--- src/rtl/gauss_window_ctrl.sv ---
// Sequencer for the 5x5 Gaussian window: line-buffer/window control, flush padding, output tags.
// Optional stall cycle counter port enabled by defining GAUSS_CTRL_STALL_CNT_EN.
module gauss_window_ctrl #(
    parameter int unsigned IMG_WIDTH  = 720,
    parameter int unsigned IMG_HEIGHT = 540,
    parameter int unsigned CWIDTH     = 10,
    parameter int unsigned RWIDTH     = 10
) (
    input  logic              clock,
    input  logic              reset,
    input  logic              start,
    input  logic              in_valid,
    output logic              in_ready,
    input  logic              out_ready,
    output logic              lb_wr_en,
    output logic [CWIDTH-1:0] lb_addr,
    output logic [1:0]        lb_row_sel,
    output logic              shift_en,
    output logic              pad_sel,
    output logic              out_valid,
    output logic              out_border,
    output logic              busy,
    output logic              frame_done
`ifdef GAUSS_CTRL_STALL_CNT_EN
    ,
    output logic [31:0]       stall_count
`endif
);

    localparam int unsigned FIRST  = 2 * IMG_WIDTH + 2;
    localparam int unsigned TOTAL  = IMG_WIDTH * IMG_HEIGHT + FIRST;
    localparam int unsigned KWIDTH = $clog2(TOTAL);

    typedef enum logic [1:0] {StIdle, StRun, StFlush, StDone} state_t;

    state_t              state;
    logic [CWIDTH-1:0]   col;
    logic [RWIDTH-1:0]   row;
    logic [KWIDTH-1:0]   k;
    logic [CWIDTH-1:0]   out_c;
    logic [RWIDTH-1:0]   out_r;
    logic                stall;
    logic                accept;
    logic                shift;
    logic                emit;
    logic                centre_border;

    assign stall    = out_valid && !out_ready;
    assign in_ready = (state == StRun) && !stall;
    assign accept   = in_valid && in_ready;
    assign shift    = accept || ((state == StFlush) && !stall);
    // Shifts before the window is centred on (0,0) only prime the pipeline.
    assign emit     = shift && (k >= KWIDTH'(FIRST));

    assign shift_en = shift;
    assign lb_wr_en = accept;
    assign pad_sel  = (state == StFlush) && !stall;
    assign lb_addr  = col;
    assign busy     = (state != StIdle);

    assign centre_border = (out_r < RWIDTH'(2)) || (out_r >= RWIDTH'(IMG_HEIGHT - 2)) ||
                           (out_c < CWIDTH'(2)) || (out_c >= CWIDTH'(IMG_WIDTH - 2));

    always_ff @(posedge clock) begin
        if (reset) begin
            state      <= StIdle;
            col        <= '0;
            row        <= '0;
            lb_row_sel <= '0;
            k          <= '0;
            out_c      <= '0;
            out_r      <= '0;
            out_valid  <= 1'b0;
            out_border <= 1'b0;
            frame_done <= 1'b0;
        end else begin
            frame_done <= 1'b0;
            if (out_valid && out_ready) begin
                out_valid <= 1'b0;
            end
            if (emit) begin
                out_valid  <= 1'b1;
                out_border <= centre_border;
                if (out_c == CWIDTH'(IMG_WIDTH - 1)) begin
                    out_c <= '0;
                    out_r <= out_r + RWIDTH'(1);
                end else begin
                    out_c <= out_c + CWIDTH'(1);
                end
            end
            if (shift) begin
                k <= k + KWIDTH'(1);
                if (col == CWIDTH'(IMG_WIDTH - 1)) begin
                    col        <= '0;
                    row        <= row + RWIDTH'(1);
                    lb_row_sel <= lb_row_sel + 2'd1;
                end else begin
                    col <= col + CWIDTH'(1);
                end
            end
            case (state)
                StIdle: begin
                    if (start) begin
                        state      <= StRun;
                        col        <= '0;
                        row        <= '0;
                        lb_row_sel <= '0;
                        k          <= '0;
                        out_c      <= '0;
                        out_r      <= '0;
                    end
                end
                StRun: begin
                    if (accept && (k == KWIDTH'(IMG_WIDTH * IMG_HEIGHT - 1))) begin
                        state <= StFlush;
                    end
                end
                StFlush: begin
                    if (shift && (k == KWIDTH'(TOTAL - 1))) begin
                        state <= StDone;
                    end
                end
                StDone: begin
                    if (!out_valid || out_ready) begin
                        state      <= StIdle;
                        frame_done <= 1'b1;
                    end
                end
                default: state <= StIdle;
            endcase
        end
    end

`ifdef GAUSS_CTRL_STALL_CNT_EN
    always_ff @(posedge clock) begin
        if (reset || ((state == StIdle) && start)) begin
            stall_count <= '0;
        end else if (((state == StRun) || (state == StFlush)) && stall &&
                     (stall_count != 32'hFFFF_FFFF)) begin
            stall_count <= stall_count + 32'd1;
        end
    end
`endif

endmodule

--- config.mk ---
export PLATFORM = sky130hd
export DESIGN_NAME = gauss_window_ctrl
export DESIGN_NICKNAME = d
export VERILOG_FILES = /design/src/rtl/gauss_window_ctrl.sv
export SDC_FILE = /design/constraint.sdc
export NUM_CORES = 1
export LEC_CHECK = 0
export CAP_MARGIN = 20
export CORE_ASPECT_RATIO = 0.8
export CORE_UTILIZATION = 40
export DETAILED_ROUTE_END_ITERATION = 6
export RECOVER_POWER = 100
export SYNTH_ARGS = -nofsm -noshare
export SYNTH_HDL_FRONTEND = slang
export SYNTH_SLANG_ARGS = --single-unit
--- constraint.sdc ---
create_clock -name clock -period 3.1 [get_ports clock]
set_input_delay 0.62 -clock clock [delete_from_list [all_inputs] [get_ports clock]]
set_output_delay 0.62 -clock clock [all_outputs]
set_load 0.05 [all_outputs]
==> results of run 1 <==
[where the power goes]
part	leakage (nW)	internal (mW)	switching, mW
sequential	0.452	0.748	0.0374
clock	0.0456	0.162	0.242
combinational	0.658	0.170	0.349
total	1.16	1.08	0.628
[per-stage QoR]
step	util	instance area, um^2	hold slack (ns)	worst slack, ns	total power, mW
final	0.476	3290	0.456	0.220	1.71
after global routing	0.476	3290	0.495	0.192	1.81
after CTS	0.481	3330	0.461	0.345	1.74
after detailed placement	0.468	3240	0.445	0.230	1.34
after global placement	0.468	3240	0.443	0.300	1.33
after floorplan	-	2880	0.455	0.865	1.16
[worst max-delay path, cell delays in order]
cell and delay (ns):
dlygate4sd3_1 0.58, nor2b_4 0.07, nor2_1 0.10, dlygate4sd3_1 0.88
[Yosys cell counts, types with 3 or more instances]
master     n
ha_1      11
and3_1     8
or3_1     12
o21ai_0   13
nor2_1    38
nor3_1     4
xor2_1    22
xnor2_1    5
nand4_1   13
nand3_1   17
a21oi_1   26
nor4_1     6
o31ai_1    7
nand2b_1   3
nand2_1   28
clkbuf_1  12
inv_1     10
or4_1     12
dfxtp_1   56
mux2i_1    4
[path summary, 6_finish.rpt]
check,startpoint,endpoint,slack (ns),depth (start not counted)
worst max-delay path,out_ready,lb_wr_en,0.22,4
worst max register to register,out_c[1],out_r[4],0.44,7
worst min-delay path,out_border,out_border,0.46,2
worst min register to register,out_border,out_border,0.46,2
[cell families (layout without fill, tap and decap cells)]
group / count (synthesis) / after routing
AO/OA/AOI/OAI: 59 / 59
XOR/XNOR: 27 / 27
adder cells (fa/ha/maj): 11 / 11
buffers and inverters: 25 / 52
flip-flops: 56 / 56
multiplexers: 5 / 5
AND/OR/NAND/NOR: 161 / 161
[flip-flops by register name, summed over array words and instances, names as in the netlist]
signal / flops
out_border: 1
k: 19
state: 2
lb_addr: 10
out_c: 10
lb_row_sel: 2
out_valid: 1
out_r: 10
frame_done: 1
[layout make-up]
type                    count  area share
clock buffers               6      0.0220
clock inverters             2     0.00418
repair buffers             33      0.0859
flip-flops and latches     56       0.340
multi-input cells         263       0.502
well taps                  87      0.0331
inverters                  11      0.0125
[layout by cell type (no fill, tap or decap), drive strengths merged, types with 12 or more instances in the layout]
cell	instances
nand4	13
o21ai	14
nor2	38
clkbuf	14
nand2	28
inv	12
or4	12
a21oi	26
dlygate4sd3	18
dfxtp	56
or3	12
nand3	18
xor2	22
[metal layers]
layer / global-route usage / part of all wire / wire length, um
met1: 0.264 / 0.53 / 3430
met2: 0.263 / 0.42 / 2680
met3: 0.0378 / 0.044 / 286
met4: 0.0373 / 0.0064 / 41
met5: 0 / 0 / 0
==> flow_metrics.tcl, run 1 <==
set metrics [dict create \
    antenna_found_initial 0 \
    vias 2537 \
    max_freq_ghz 0.347 \
    rsz0062_at_grt "false" \
    synth_fp_nets 360 \
    vdd_drop_max_mv 0.394 \
    critPathArrivalTime_ns 2.26 \
    setup_viol 0 \
    synth_top_family_by_area "simple AND/OR/NAND/NOR gates" \
    pin_count 25 \
    numCtsBuffers 5 \
    dp_hpwl_mm 4.53 \
    synth_cells 344 \
    yosys.area.top_type_share 0.389 \
    nets 386 \
    viasPerCell 5.54 \
    drtIter0Drc 155 \
    drtAntennaViolNets 0 \
    synth_xor_area_frac 0.0821 \
    synthArstFlopShare 0 \
    hold_buffers 0 \
    wl_mm 6.43 \
    synth_fa_ha_area_frac 0.0478 \
    dr.pass1.iters 4 \
    drive_above_1_share 0.0566 \
    synth_area_um2 2880 \
    cts_tree "built" \
    synthFlopType "dfxtp_1" \
    yosysTopAreaCell "dfxtp_1" \
    setup_tns_ns 0 \
    worst_slew_pin_slew_ns 1.15 \
    num_rows 27 \
    clock_latency_ns 0.31 \
    yosys.area_share.simple 0.304 \
    grt_overflow 0 \
    status "completed" \
    h-tree-depth 2 \
    ff_latch_area_um2 1120 \
    synth_compound_area_frac 0.123 \
    post-cts-setup-buffers 0 \
    synth_mux_area_frac 0.0178 \
    dp_cells 450 \
    core_um2 6930 \
    syn2layout_area_growth_pct 14.4 \
    start_kind "input port" \
    worstPathMaxFanout 7 \
    fin_cells 458 \
    finClkSkew_ns 0.0165 \
    p_per_area_nw_per_um2 519 \
    grt_pass1_vias 2264 \
    cts_resized 0 \
    path_clk_slew_ns 0.11 \
    dieArea_um2 7540 \
    grt_pass1_wl_mm 11.1 \
    drc 0 \
    synth_edf_count 0 \
    syn_area_per_cell_um2 8.37 \
    crit_required_ns 2.48 \
    grt_usage 0.178 \
    start_util 0.416 \
    grt_max_degree 40 \
    drt-wirelength-per-cell_um 14.0 \
    maxSlewHeadroom 0.230 \
    gp_congestion 0.824 \
    synth.distinct_cells 51 \
    hold_viol_final 0 \
    slew_violations 0 \
    p_leak_nw 1.16 \
    seq_area_frac_synth 0.389 \
    synthTopCellsByArea "dfxtp_1 39%, xor2_1 6.7%, nor2_1 5.0%" \
    period_share 0.929 \
    fillers 670 \
    ys_warn_count 0 \
    root_buffer "clkbuf_8" \
    cts_num_sinks 56 \
    die_h_um 77.9 \
    critPathKind "input port to output port" \
    holdCritPathClass "flip-flop to flip-flop" \
    clockBufferDepth 2 \
    maxCapViolCount 0 \
    multi_input_area_um2 1650 \
    die_w_um 96.9 \
    io_buffers 24 \
    end_kind "output port" \
    synth_seq_cells 56 \
    min_period_ns 2.88 \
    diodes 0 \
]
Power figures use the tool's default switching activity.
==> inputs of run 2 (changes only) <==
- SETUP_SLACK_MARGIN: not set -> 0.1
==> results of run 2 <==
No change in the layout: final DEF, timing and power equal those of run 1.
==> inputs of run 3 (changes only) <==
- CORE_ASPECT_RATIO: 0.8 -> 0.7
- CORE_UTILIZATION: 40 -> 57
- PLACE_DENSITY: not set -> 0.79
==> run 3 against run 2 <==
  * Critical path depth unchanged
  * Critical path type unchanged
  * Cell area decreased by 0.34%
  * Largest cell class unchanged
  * First-iteration DRC count shrank 5.2%
  * Core utilization grew 21 points
  * Via count grew 0.32%
  * Fmax up 1.1%
==> flow_metrics.tcl, run 3 (synthesis results as in run 1) <==
set metrics [dict create \
    numCtsBuffers 5 \
    viasPerCell 5.78 \
    mostFrequentLayoutCells "56 x dfxtp_1, 38 x nor2_1, 28 x nand2_1, 26 x a21oi_1, 22 x xor2_1" \
    drive_above_1_share 0.0674 \
    p_clk_frac 0.236 \
    holdCritPathClass "flip-flop to flip-flop" \
    post-cts-setup-buffers 0 \
    end_kind "output port" \
    start_kind "input port" \
    regMostFlops "k" \
    nets 386 \
    dieArea_um2 5340 \
    combPwrFrac 0.294 \
    critPathKind "input port to output port" \
    antenna_found_initial 0 \
    period_share 0.919 \
    gp_congestion 0.876 \
    final_common_cell "dfxtp_1" \
    vias 2545 \
    core_um2 4810 \
    path_clk_slew_ns 0.10 \
    min_period_ns 2.85 \
    cts_resized 0 \
    cts_tree "built" \
    slew_violations 0 \
    largest_register_ffs 19 \
    clockBufferDepth 2 \
    critPathArrivalTime_ns 2.23 \
    start_util 0.599 \
    die_h_um 61.5 \
    worstPathMaxFanout 13 \
    drt-wirelength-per-cell_um 13.9 \
    max_freq_ghz 0.351 \
    clock_latency_ns 0.31 \
    maxCapViolCount 0 \
    swShare 0.365 \
    maxSlewHeadroom 0.265 \
    crit_required_ns 2.48 \
    p_per_area_nw_per_um2 510 \
    hold_viol_final 0 \
    hold_buffers 0 \
    grt_overflow 0 \
    status "completed" \
    vdd_drop_max_mv 0.378 \
    wl_mm 6.14 \
    grt_pass1_wl_mm 10.4 \
    p_leak_nw 1.17 \
    pin_count 25 \
    setup_tns_ns 0 \
    setup_viol 0 \
    die_w_um 86.9 \
    syn2layout_area_growth_pct 14.0 \
    p_int_mw 1.06 \
    root_buffer "clkbuf_8" \
    dr.pass1.iters 4 \
    power.switching_mw 0.611 \
    diodes 0 \
    worst_slew_pin_slew_ns 1.10 \
    grt_pass1_vias 2294 \
    num_rows 21 \
    seq_power_share 0.470 \
    final_core_util 0.683 \
    drc 0 \
    finClkSkew_ns 0.00911 \
    dp_hpwl_mm 4.35 \
    cts_num_sinks 56 \
    drtIter0Drc 147 \
    h-tree-depth 2 \
    grt_usage 0.249 \
    drtAntennaViolNets 0 \
    rsz0062_at_grt "false" \
    grt_max_degree 41 \
    io_buffers 24 \
]
run 3: cell types whose count changed in the layout (fill, tap and decap cells not counted), sizes merged:
cell and change:
buf +1, clkinv +2, clkbuf -4, inv -1, dlygate4sd3 +2
run 3: critical path, cell delays in order:
cell and delay, ns:
clkdlybuf4s50_1 0.45, nor2b_4 0.30, nor2b_1 0.09, dlygate4sd3_1 0.77
run 3: per-stage QoR:
step           cells  worst slack (ns)  instance area [um^2]  power [mW]  hold WS, ns
6_report         440             0.252                  3280        1.67        0.472
5_1_grt          440             0.176                  3280        1.77        0.511
2_1_floorplan    344             0.865                  2880        1.16        0.455
4_1_cts          440             0.305                  3310        1.73        0.476
3_5_place_dp     432             0.242                  3220        1.33        0.461
3_3_place_gp     432             0.296                  3220        1.33        0.438
run 3: power groups by stage:
stage               logic [mW]  registers (mW)  clock network (mW)
floorplan                0.343           0.817                   0
global placement         0.527           0.800                   0
detailed placement       0.533           0.802                   0
CTS                      0.537           0.785               0.407
global route             0.539           0.793               0.435
finish                   0.492           0.785               0.395
run 3: area by class of cell:
| type | instances | area (um^2) |
|---|---|---|
| multi-input cells | 263 | 1660 |
| repair buffers | 33 | 288 |
| inverters | 11 | 41.3 |
| clock buffers | 5 | 68.8 |
| well taps | 69 | 86.3 |
| fillers | 428 | 1530 |
| clock inverters | 3 | 18.8 |
| flip-flops and latches | 56 | 1120 |
run 3: final timing paths:
path                    from          to  slack [ns]  cells past startpoint
hold / removal    out_border  out_border        0.47                      2
setup reg to reg        k[3]    out_c[7]        0.51                      6
setup / recovery   out_ready    in_ready        0.25                      4
hold reg to reg   out_border  out_border        0.47                      2
run 3: routing by layer:
metal,GRT usage,wire [um],share of wire,up-vias
li1,-,-,-,1292
met1,0.341,3140,0.51,1179
met2,0.412,2650,0.43,70
met3,0.0496,319,0.052,4
met4,0.0548,23,0.0037,0
met5,0,0,0,-
